`src/rtl/input_conditioner_v1_if.sv`:
```
// Memory-mapped register window bus for input_conditioner_v1.
//   mmio_addr     : word index into the four-word window
//   mmio_rd_en    : read strobe
//   mmio_wr_en    : write strobe
//   mmio_wr_data  : write data
//   mmio_rd_data  : registered read data, zero when mmio_rd_valid is low
//   mmio_rd_valid : one-cycle valid for mmio_rd_data
interface input_conditioner_v1_if;
  logic [1:0]  mmio_addr;
  logic        mmio_rd_en;
  logic        mmio_wr_en;
  logic [31:0] mmio_wr_data;
  logic [31:0] mmio_rd_data;
  logic        mmio_rd_valid;

  modport master (
    output mmio_addr, mmio_rd_en, mmio_wr_en, mmio_wr_data,
    input  mmio_rd_data, mmio_rd_valid
  );

  modport slave (
    input  mmio_addr, mmio_rd_en, mmio_wr_en, mmio_wr_data,
    output mmio_rd_data, mmio_rd_valid
  );
endinterface

```
`src/rtl/input_conditioner_v1.sv`:
```
// Synchronizes, debounces and edge-detects the raw switch and button inputs,
// and exposes them through a four-word register window with sticky press
// flags and an interrupt mask.
//   clk, rst            : single clock, synchronous active-high reset
//   switch_array[15:0]  : raw asynchronous switch levels
//   button0..button3    : raw asynchronous buttons, active-high
//   mmio                : register window bus (slave side)
//   switch_stable       : debounced switch vector
//   button_level        : debounced button levels
//   button_pulse        : one-cycle pulse on each debounced rising edge
//   irq                 : registered |(press_flags & irq_enable)
//   io_error_vector     : sticky diagnostics (bit0 write to RO, bit1 rd+wr)
//
// Button FSM states:
//   state       | meaning
//   STABLE_LOW  | debounced button level is 0
//   STABLE_HIGH | debounced button level is 1
module input_conditioner_v1 #(
  parameter int DEBOUNCE_CYCLES = 500000
) (
  input  logic                    clk,
  input  logic                    rst,
  input  logic [15:0]             switch_array,
  input  logic                    button0,
  input  logic                    button1,
  input  logic                    button2,
  input  logic                    button3,
  input_conditioner_v1_if.slave   mmio,
  output logic [15:0]             switch_stable,
  output logic [3:0]              button_level,
  output logic [3:0]              button_pulse,
  output logic                    irq,
  output logic [7:0]              io_error_vector
);

  localparam int CW = $clog2(DEBOUNCE_CYCLES + 1);
  localparam logic [CW-1:0] CNT_MAX = CW'(DEBOUNCE_CYCLES);
  localparam logic [CW-1:0] CNT_TC  = CW'(DEBOUNCE_CYCLES - 1);

  typedef enum logic {STABLE_LOW = 1'b0, STABLE_HIGH = 1'b1} btn_state_e;

  logic [3:0]  btn_raw;
  logic [3:0]  btn_sync1, btn_sync2;
  logic [15:0] sw_sync1, sw_sync2;
  logic [CW-1:0] sw_cnt;

  btn_state_e    state_q [4];
  btn_state_e    state_d [4];
  logic [CW-1:0] cnt_q   [4];
  logic [CW-1:0] cnt_d   [4];
  logic [3:0]    pulse_d;

  logic [3:0]  press_flags;
  logic [3:0]  irq_enable;
  logic [1:0]  err_q;
  logic [3:0]  clr_mask;
  logic [31:0] rd_mux;

  assign btn_raw = {button3, button2, button1, button0};

  always_ff @(posedge clk) begin
    if (rst) begin
      btn_sync1 <= '0;
      btn_sync2 <= '0;
      sw_sync1  <= '0;
      sw_sync2  <= '0;
    end else begin
      btn_sync1 <= btn_raw;
      btn_sync2 <= btn_sync1;
      sw_sync1  <= switch_array;
      sw_sync2  <= sw_sync1;
    end
  end

  // Button debounce: per-button counter plus two-state FSM.
  always_ff @(posedge clk) begin
    if (rst) begin
      for (int i = 0; i < 4; i++) begin
        state_q[i] <= STABLE_LOW;
        cnt_q[i]   <= '0;
      end
      button_pulse <= '0;
    end else begin
      for (int i = 0; i < 4; i++) begin
        state_q[i] <= state_d[i];
        cnt_q[i]   <= cnt_d[i];
      end
      button_pulse <= pulse_d;
    end
  end

  always_comb begin
    pulse_d = '0;
    for (int i = 0; i < 4; i++) begin
      state_d[i] = state_q[i];
      cnt_d[i]   = cnt_q[i];
      if (btn_sync2[i] == (state_q[i] == STABLE_HIGH)) begin
        cnt_d[i] = '0;
      end else if (cnt_q[i] >= CNT_TC) begin
        // This cycle would be the DEBOUNCE_CYCLES-th mismatch: commit.
        cnt_d[i] = '0;
        case (state_q[i])
          STABLE_LOW: begin
            state_d[i] = STABLE_HIGH;
            pulse_d[i] = 1'b1;
          end
          STABLE_HIGH: state_d[i] = STABLE_LOW;
          default:     state_d[i] = STABLE_LOW;
        endcase
      end else if (cnt_q[i] != CNT_MAX) begin
        cnt_d[i] = cnt_q[i] + CW'(1);
      end
    end
  end

  always_comb begin
    for (int i = 0; i < 4; i++) begin
      button_level[i] = (state_q[i] == STABLE_HIGH);
    end
  end

  // Switch debounce: one shared counter. A change is detected as it moves
  // between the synchronizer stages, which keeps the input-to-stable latency
  // identical to the buttons.
  always_ff @(posedge clk) begin
    if (rst) begin
      sw_cnt        <= '0;
      switch_stable <= '0;
    end else if ((sw_sync2 != sw_sync1) || (sw_sync2 == switch_stable)) begin
      sw_cnt <= '0;
    end else if (sw_cnt >= CNT_TC) begin
      switch_stable <= sw_sync2;
      sw_cnt        <= '0;
    end else if (sw_cnt != CNT_MAX) begin
      sw_cnt <= sw_cnt + CW'(1);
    end
  end

  always_comb begin
    rd_mux = '0;
    case (mmio.mmio_addr)
      2'd0: rd_mux = {16'b0, switch_stable};
      2'd1: rd_mux = {28'b0, button_level};
      2'd2: rd_mux = {28'b0, press_flags};
      2'd3: rd_mux = {28'b0, irq_enable};
      default: rd_mux = '0;
    endcase
  end

  always_comb begin
    clr_mask = '0;
    if (mmio.mmio_wr_en && (mmio.mmio_addr == 2'd2)) clr_mask = mmio.mmio_wr_data[3:0];
  end

  // Reads sample the pre-write state, so a simultaneous write is not visible
  // in the returned data.
  always_ff @(posedge clk) begin
    if (rst) begin
      press_flags        <= '0;
      irq_enable         <= '0;
      irq                <= 1'b0;
      mmio.mmio_rd_data  <= '0;
      mmio.mmio_rd_valid <= 1'b0;
      err_q              <= '0;
    end else begin
      press_flags <= (press_flags & ~clr_mask) | button_pulse;
      if (mmio.mmio_wr_en && (mmio.mmio_addr == 2'd3)) irq_enable <= mmio.mmio_wr_data[3:0];
      irq                <= |(press_flags & irq_enable);
      mmio.mmio_rd_valid <= mmio.mmio_rd_en;
      mmio.mmio_rd_data  <= mmio.mmio_rd_en ? rd_mux : 32'b0;
      if (mmio.mmio_wr_en && (mmio.mmio_addr < 2'd2)) err_q[0] <= 1'b1;
      if (mmio.mmio_wr_en && mmio.mmio_rd_en)         err_q[1] <= 1'b1;
    end
  end

  assign io_error_vector = {6'b0, err_q};

endmodule
```
`src/flat_wrapper.sv`:
```
// flat-port wrapper written by rule: the top's interface ports become plain ports
module input_conditioner_v1_flat 
#(
  parameter int DEBOUNCE_CYCLES = 500000
)
  (clk, rst, switch_array, button0, button1, button2, button3, switch_stable, button_level, button_pulse, irq, io_error_vector, mmio_mmio_addr, mmio_mmio_rd_en, mmio_mmio_wr_en, mmio_mmio_wr_data, mmio_mmio_rd_data, mmio_mmio_rd_valid);
  input_conditioner_v1_if mmio_i ();
  input  logic clk;
  input  logic rst;
  input  logic [15:0] switch_array;
  input  logic button0;
  input  logic button1;
  input  logic button2;
  input  logic button3;
  output logic [15:0] switch_stable;
  output logic [3:0] button_level;
  output logic [3:0] button_pulse;
  output logic irq;
  output logic [7:0] io_error_vector;
  input wire logic [$bits(mmio_i.mmio_addr)-1:0] mmio_mmio_addr;
  input wire logic [$bits(mmio_i.mmio_rd_en)-1:0] mmio_mmio_rd_en;
  input wire logic [$bits(mmio_i.mmio_wr_en)-1:0] mmio_mmio_wr_en;
  input wire logic [$bits(mmio_i.mmio_wr_data)-1:0] mmio_mmio_wr_data;
  output wire logic [$bits(mmio_i.mmio_rd_data)-1:0] mmio_mmio_rd_data;
  output wire logic [$bits(mmio_i.mmio_rd_valid)-1:0] mmio_mmio_rd_valid;
  assign mmio_i.mmio_addr = mmio_mmio_addr;
  assign mmio_i.mmio_rd_en = mmio_mmio_rd_en;
  assign mmio_i.mmio_wr_en = mmio_mmio_wr_en;
  assign mmio_i.mmio_wr_data = mmio_mmio_wr_data;
  assign mmio_mmio_rd_data = mmio_i.mmio_rd_data;
  assign mmio_mmio_rd_valid = mmio_i.mmio_rd_valid;
  input_conditioner_v1 #(.DEBOUNCE_CYCLES(DEBOUNCE_CYCLES)) u_core (.clk(clk), .rst(rst), .switch_array(switch_array), .button0(button0), .button1(button1), .button2(button2), .button3(button3), .mmio(mmio_i), .switch_stable(switch_stable), .button_level(button_level), .button_pulse(button_pulse), .irq(irq), .io_error_vector(io_error_vector));
endmodule
```
`config.mk`:
```
export PLATFORM = sky130hd
export DESIGN_NAME = input_conditioner_v1_flat
export DESIGN_NICKNAME = d
export VERILOG_FILES = /design/src/rtl/input_conditioner_v1_if.sv /design/src/rtl/input_conditioner_v1.sv /design/src/flat_wrapper.sv
export SDC_FILE = /design/constraint.sdc
export NUM_CORES = 1
export LEC_CHECK = 0
export ABC_AREA = 0
export BUFFER_PORTS_ARGS = -buffer_cell sky130_fd_sc_hd__buf_2
export CAP_MARGIN = 20
export CORE_AREA = 4 4 162 101
export DETAILED_ROUTE_END_ITERATION = 10
export DIE_AREA = 0 0 166 105
export GPL_TIMING_DRIVEN = 0
export PLACE_DENSITY = 0.89
export SYNTH_ARGS = -nofsm -noshare
export SYNTH_HDL_FRONTEND = slang
export SYNTH_SLANG_ARGS = --single-unit
```
`constraint.sdc`:
```
create_clock -name clk -period 2.5 [get_ports clk]
set_clock_uncertainty 0.2 [all_clocks]
set_input_delay 0.5 -clock clk [delete_from_list [all_inputs] [get_ports clk]]
set_output_delay 0.5 -clock clk [all_outputs]
set_load 0.01 [all_outputs]
```
==> results.md <==
- The cell total after placement is 1204.
- The cell with the largest stage delay on the worst path is sky130_fd_sc_hd__dfxtp_1.
- The minimum clock period is 2.36 ns.
- The clock tree from TritonCTS is done.
- In this run the power density over the cells is 625 nW/um^2.
- For the pin with the worst max-slew slack, the measured transition is 0.680 ns.
- The total length of routed wires is 19300 microns.
- The element type at the critical path end is a register.
- In the synthesized netlist the async set-or-reset flop fraction comes to 0.
- The number of global-route vias before repair is 6290.
- The maximum vdd ir drop is 0.442 mV.
- The number of endpoints with negative hold slack in the final report was 0.
- The count of hold buffers inserted by post-cts repair is 0.
- In this run the standard cell core region covers 15000 sq um.
- Setup repair after global routing left no endpoint under its margin.
- For this run the aggregate overflow at the end of global routing stands at 0.
- The initial antenna violation count is 0.
- The finished layout holds 1235 standard cells, fillers aside.
- After the first detailed-routing iteration, the DRC count stood at 667.
- In this run the vertical extent of the chip is 105 microns.
- Dividing the detail-routed via count by the number of cells gives 5.47.
- Yosys mapped the design onto 51 distinct sky130hd cell types.
- Setup violations remaining at the end of the flow were counted as 0.
- Of the post-synthesis cell area, the dominant cell type holds 0.449.
- For this configuration, the core starts out at a cell density of 0.555.
- After clock tree synthesis, the clock-pin slew on the worst setup and hold paths is 0.07 ns.
- The global-route track usage on met3 is 0.0397.
- Yosys printed 0 warnings.
- The highest clock rate is 423 MHz.
- The fraction of final layout cells with drive strength greater than 1 is 0.159.
- The critical path goes through nor4b_1 > nand4_1 > or3_1 > a211oi_4 > buf_6 > mux2i_1.
- The biggest area contributor in the post-synthesis netlist is sky130_fd_sc_hd__dfxtp_1.
- The post-synthesis register bit count is 187.
- Dividing the detail-routed wire length by the instance count gives 15.6 microns.
- In this run the remaining antenna-violating nets after routing total 0.
- Buffers inserted during clock tree synthesis total 17.
- The synthesized design contains 0 enable-type register cells.
- Entering global routing, the biggest net connects 19 pins.
- The worst hold margin is 0.0777 ns.
- The longest clock path from root to sink contains 2 buffers.
- The final-layout fill cell count is 1111.
- The delay of the slowest cell on the worst path is 0.46 ns.
- Among cell families on the critical path, the largest total delay comes from simple AND/OR/NAND/NOR gates.
- The design draws 6050 uW.
- The multi-input combinational cells in the finished layout cover a total of 4250 sq um.
- The number of clock sinks is 187.
- The area of the mapped netlist is 8340 sq um.
- The count of buffers added on input and output ports is 71.
- The count of H-tree levels built during CTS is 4.
- Across the whole layout, storage elements account for 3740 sq um.
- The share of the clock period used by the worst path is 0.946.
- The buffer type at the clock tree root is sky130_fd_sc_hd__clkbuf_16.
- The commonest cells after synthesis are sky130_fd_sc_hd__dfxtp_1 (187), sky130_fd_sc_hd__nor2_1 (98), sky130_fd_sc_hd__xnor2_1 (67).
- The most instantiated library cell after synthesis is sky130_fd_sc_hd__dfxtp_1.
- Yosys attributes the largest share of cell area to sky130_fd_sc_hd__dfxtp_1 (45%), sky130_fd_sc_hd__xnor2_1 (7.0%), sky130_fd_sc_hd__xor2_1 (5.7%).
- The final number of max-transition violations is 0.
- Summing over every cut layer, the via total after detailed routing is 6759.
- The floorplan has 35 rows.
- The post-synthesis to final-layout area growth is 16.1%.
- The count of inserted antenna diode cells is 0.
- The arrival time of data at the critical path endpoint is 2.52 ns.
- Headroom to the max-slew limit came out at 0.547.
- STA classifies the critical path startpoint as a register.
- The final weighted congestion of routability-driven global placement is 0.901.
- Among all flip-flop cells after synthesis, the most frequent one is sky130_fd_sc_hd__dfxtp_1.
- The run finished with clean final reports.
- The first-pass detailed-route iteration total is 5.
- The count of max-cap constraint violations is 0.
- The detailed-placement wirelength estimate is 12900 microns.
- In the routed design, unresolved DRC markers number 0.
- The first global-routing pass estimated 31600 microns of wire.
- The top-level I/O count is 124.
- STA puts the critical path data required time at 2.66 ns.
- The met2 track demand over resource in global routing is 0.333.
- The number of buffers and inverters on the critical path is 1.
- The overall track demand over capacity in global routing is 0.217.
- The later pin in the worst-skew pair is clocked with a latency of 0.43 ns.
- For met1 alone, demand over resource in global routing was 0.310.
- The routing layer with the top usage in global route is met2.
- The share of the yosys chip area belonging to registers is 0.449.
- The number of nets in the final layout is 1087.
- Summed over all cells, the static leakage comes to 0.00358 uW.
- The critical path is of the reg2reg type.
- The synthesized instance count is 909.
- The floorplan step defined a die boundary enclosing 17400 sq um.
- The floorplan step set the die width to 166 microns.
- The type of the tightest min-delay check is in2reg.
- The mean instance size in the synthesized netlist is 9.17 sq um.
- Along the worst path, the maximum fanout reaches 10.
==> cell type report <==
type,count,area share
Tap cell,203,0.0262
Clock buffer,17,0.0439
Timing Repair Buffer,73,0.0382
Buffer,62,0.0362
Clock inverter,15,0.0182
Sequential cell,187,0.387
Multi-Input combinational cell,649,0.439
Inverter,29,0.0112
==> layout by cell type (no fill, tap or decap), types with 24 or more instances in the layout <==
master / count
sky130_fd_sc_hd__xnor2_1: 67
sky130_fd_sc_hd__nor3_1: 50
sky130_fd_sc_hd__nand3_1: 37
sky130_fd_sc_hd__nand2_1: 35
sky130_fd_sc_hd__nor2b_1: 47
sky130_fd_sc_hd__clkbuf_1: 24
sky130_fd_sc_hd__dfxtp_1: 187
sky130_fd_sc_hd__buf_4: 28
sky130_fd_sc_hd__inv_1: 29
sky130_fd_sc_hd__mux2i_1: 28
sky130_fd_sc_hd__buf_2: 77
sky130_fd_sc_hd__nand2b_1: 46
sky130_fd_sc_hd__xor2_1: 54
sky130_fd_sc_hd__nor2_1: 98
sky130_fd_sc_hd__nand4_1: 34
==> routing by layer <==
metal / up-vias / routed length [microns] / part of all wire
met5: - / 0 / 0
met4: 0 / 375 / 0.019
met3: 40 / 1440 / 0.074
met2: 294 / 8640 / 0.45
met1: 3186 / 8840 / 0.46
li1: 3239 / - / -
==> registers in the layout, indices dropped and copies added, names as in the netlist <==
register / count
u_core.cnt_q: 76
u_core.sw_cnt: 19
u_core.mmio.mmio_rd_data: 16
u_core.sw_sync1: 16
u_core.sw_sync2: 16
u_core.switch_stable: 16
u_core.btn_sync1: 4
u_core.btn_sync2: 4
u_core.button_pulse: 4
u_core.irq_enable: 4
u_core.press_flags: 4
u_core.state_q: 4
u_core.err_q: 2
u_core.irq: 1
u_core.mmio.mmio_rd_valid: 1
==> cell families after synthesis <==
logic type / after synthesis / synth area share
compound gates: 41 / 0.0359
xor+xnor: 121 / 0.127
fa+ha+maj: 10 / 0.0150
buf+inv: 94 / 0.0560
flops: 187 / 0.449
mux: 32 / 0.0444
other cells: 1 / 0.000450
simple gates: 423 / 0.272
==> path summary, 6_finish.rpt <==
| check | start | to | slack (ns) | cells after the start |
|---|---|---|---|---|
| worst max-delay path | u_core.sw_cnt[13]$_SDFFE_PP0P_ | u_core.switch_stable[9]$_SDFFE_PP0P_ | 0.14 | 6 |
| worst min-delay path | switch_array[6] | u_core.sw_sync1[6]$_SDFF_PP0_ | 0.08 | 2 |
| worst max register to register | u_core.sw_cnt[13]$_SDFFE_PP0P_ | u_core.switch_stable[9]$_SDFFE_PP0P_ | 0.14 | 6 |
| worst min register to register | u_core.btn_sync1[2]$_SDFF_PP0_ | u_core.btn_sync2[2]$_SDFF_PP0_ | 0.24 | 1 |
==> repair_timing <==
action,4_1_cts,5_1_grt
setup endpoints to repair,33,61
pin swaps,1,1
setup buffers,2,0
resized for setup,2,16
gates cloned,0,0
==> stage by stage <==
step	utilization	TNS, ns	instance area [sq um]	worst slack [ns]
2_1_floorplan	-	0	8420	0.226
3_3_place_gp	0.601	-1.66	9030	-0.0965
3_5_place_dp	0.601	-2.98	9030	-0.174
4_1_cts	0.642	0	9640	0.0116
5_1_grt	0.645	0	9680	0.0108
6_report	0.645	0	9680	0.136
==> where the power goes <==
part           internal (uW)  switching (uW)
clock network           1520            1260
logic                    107             121
registers               3010            32.8
total                   4640            1410
Power figures use the tool's default switching activity.
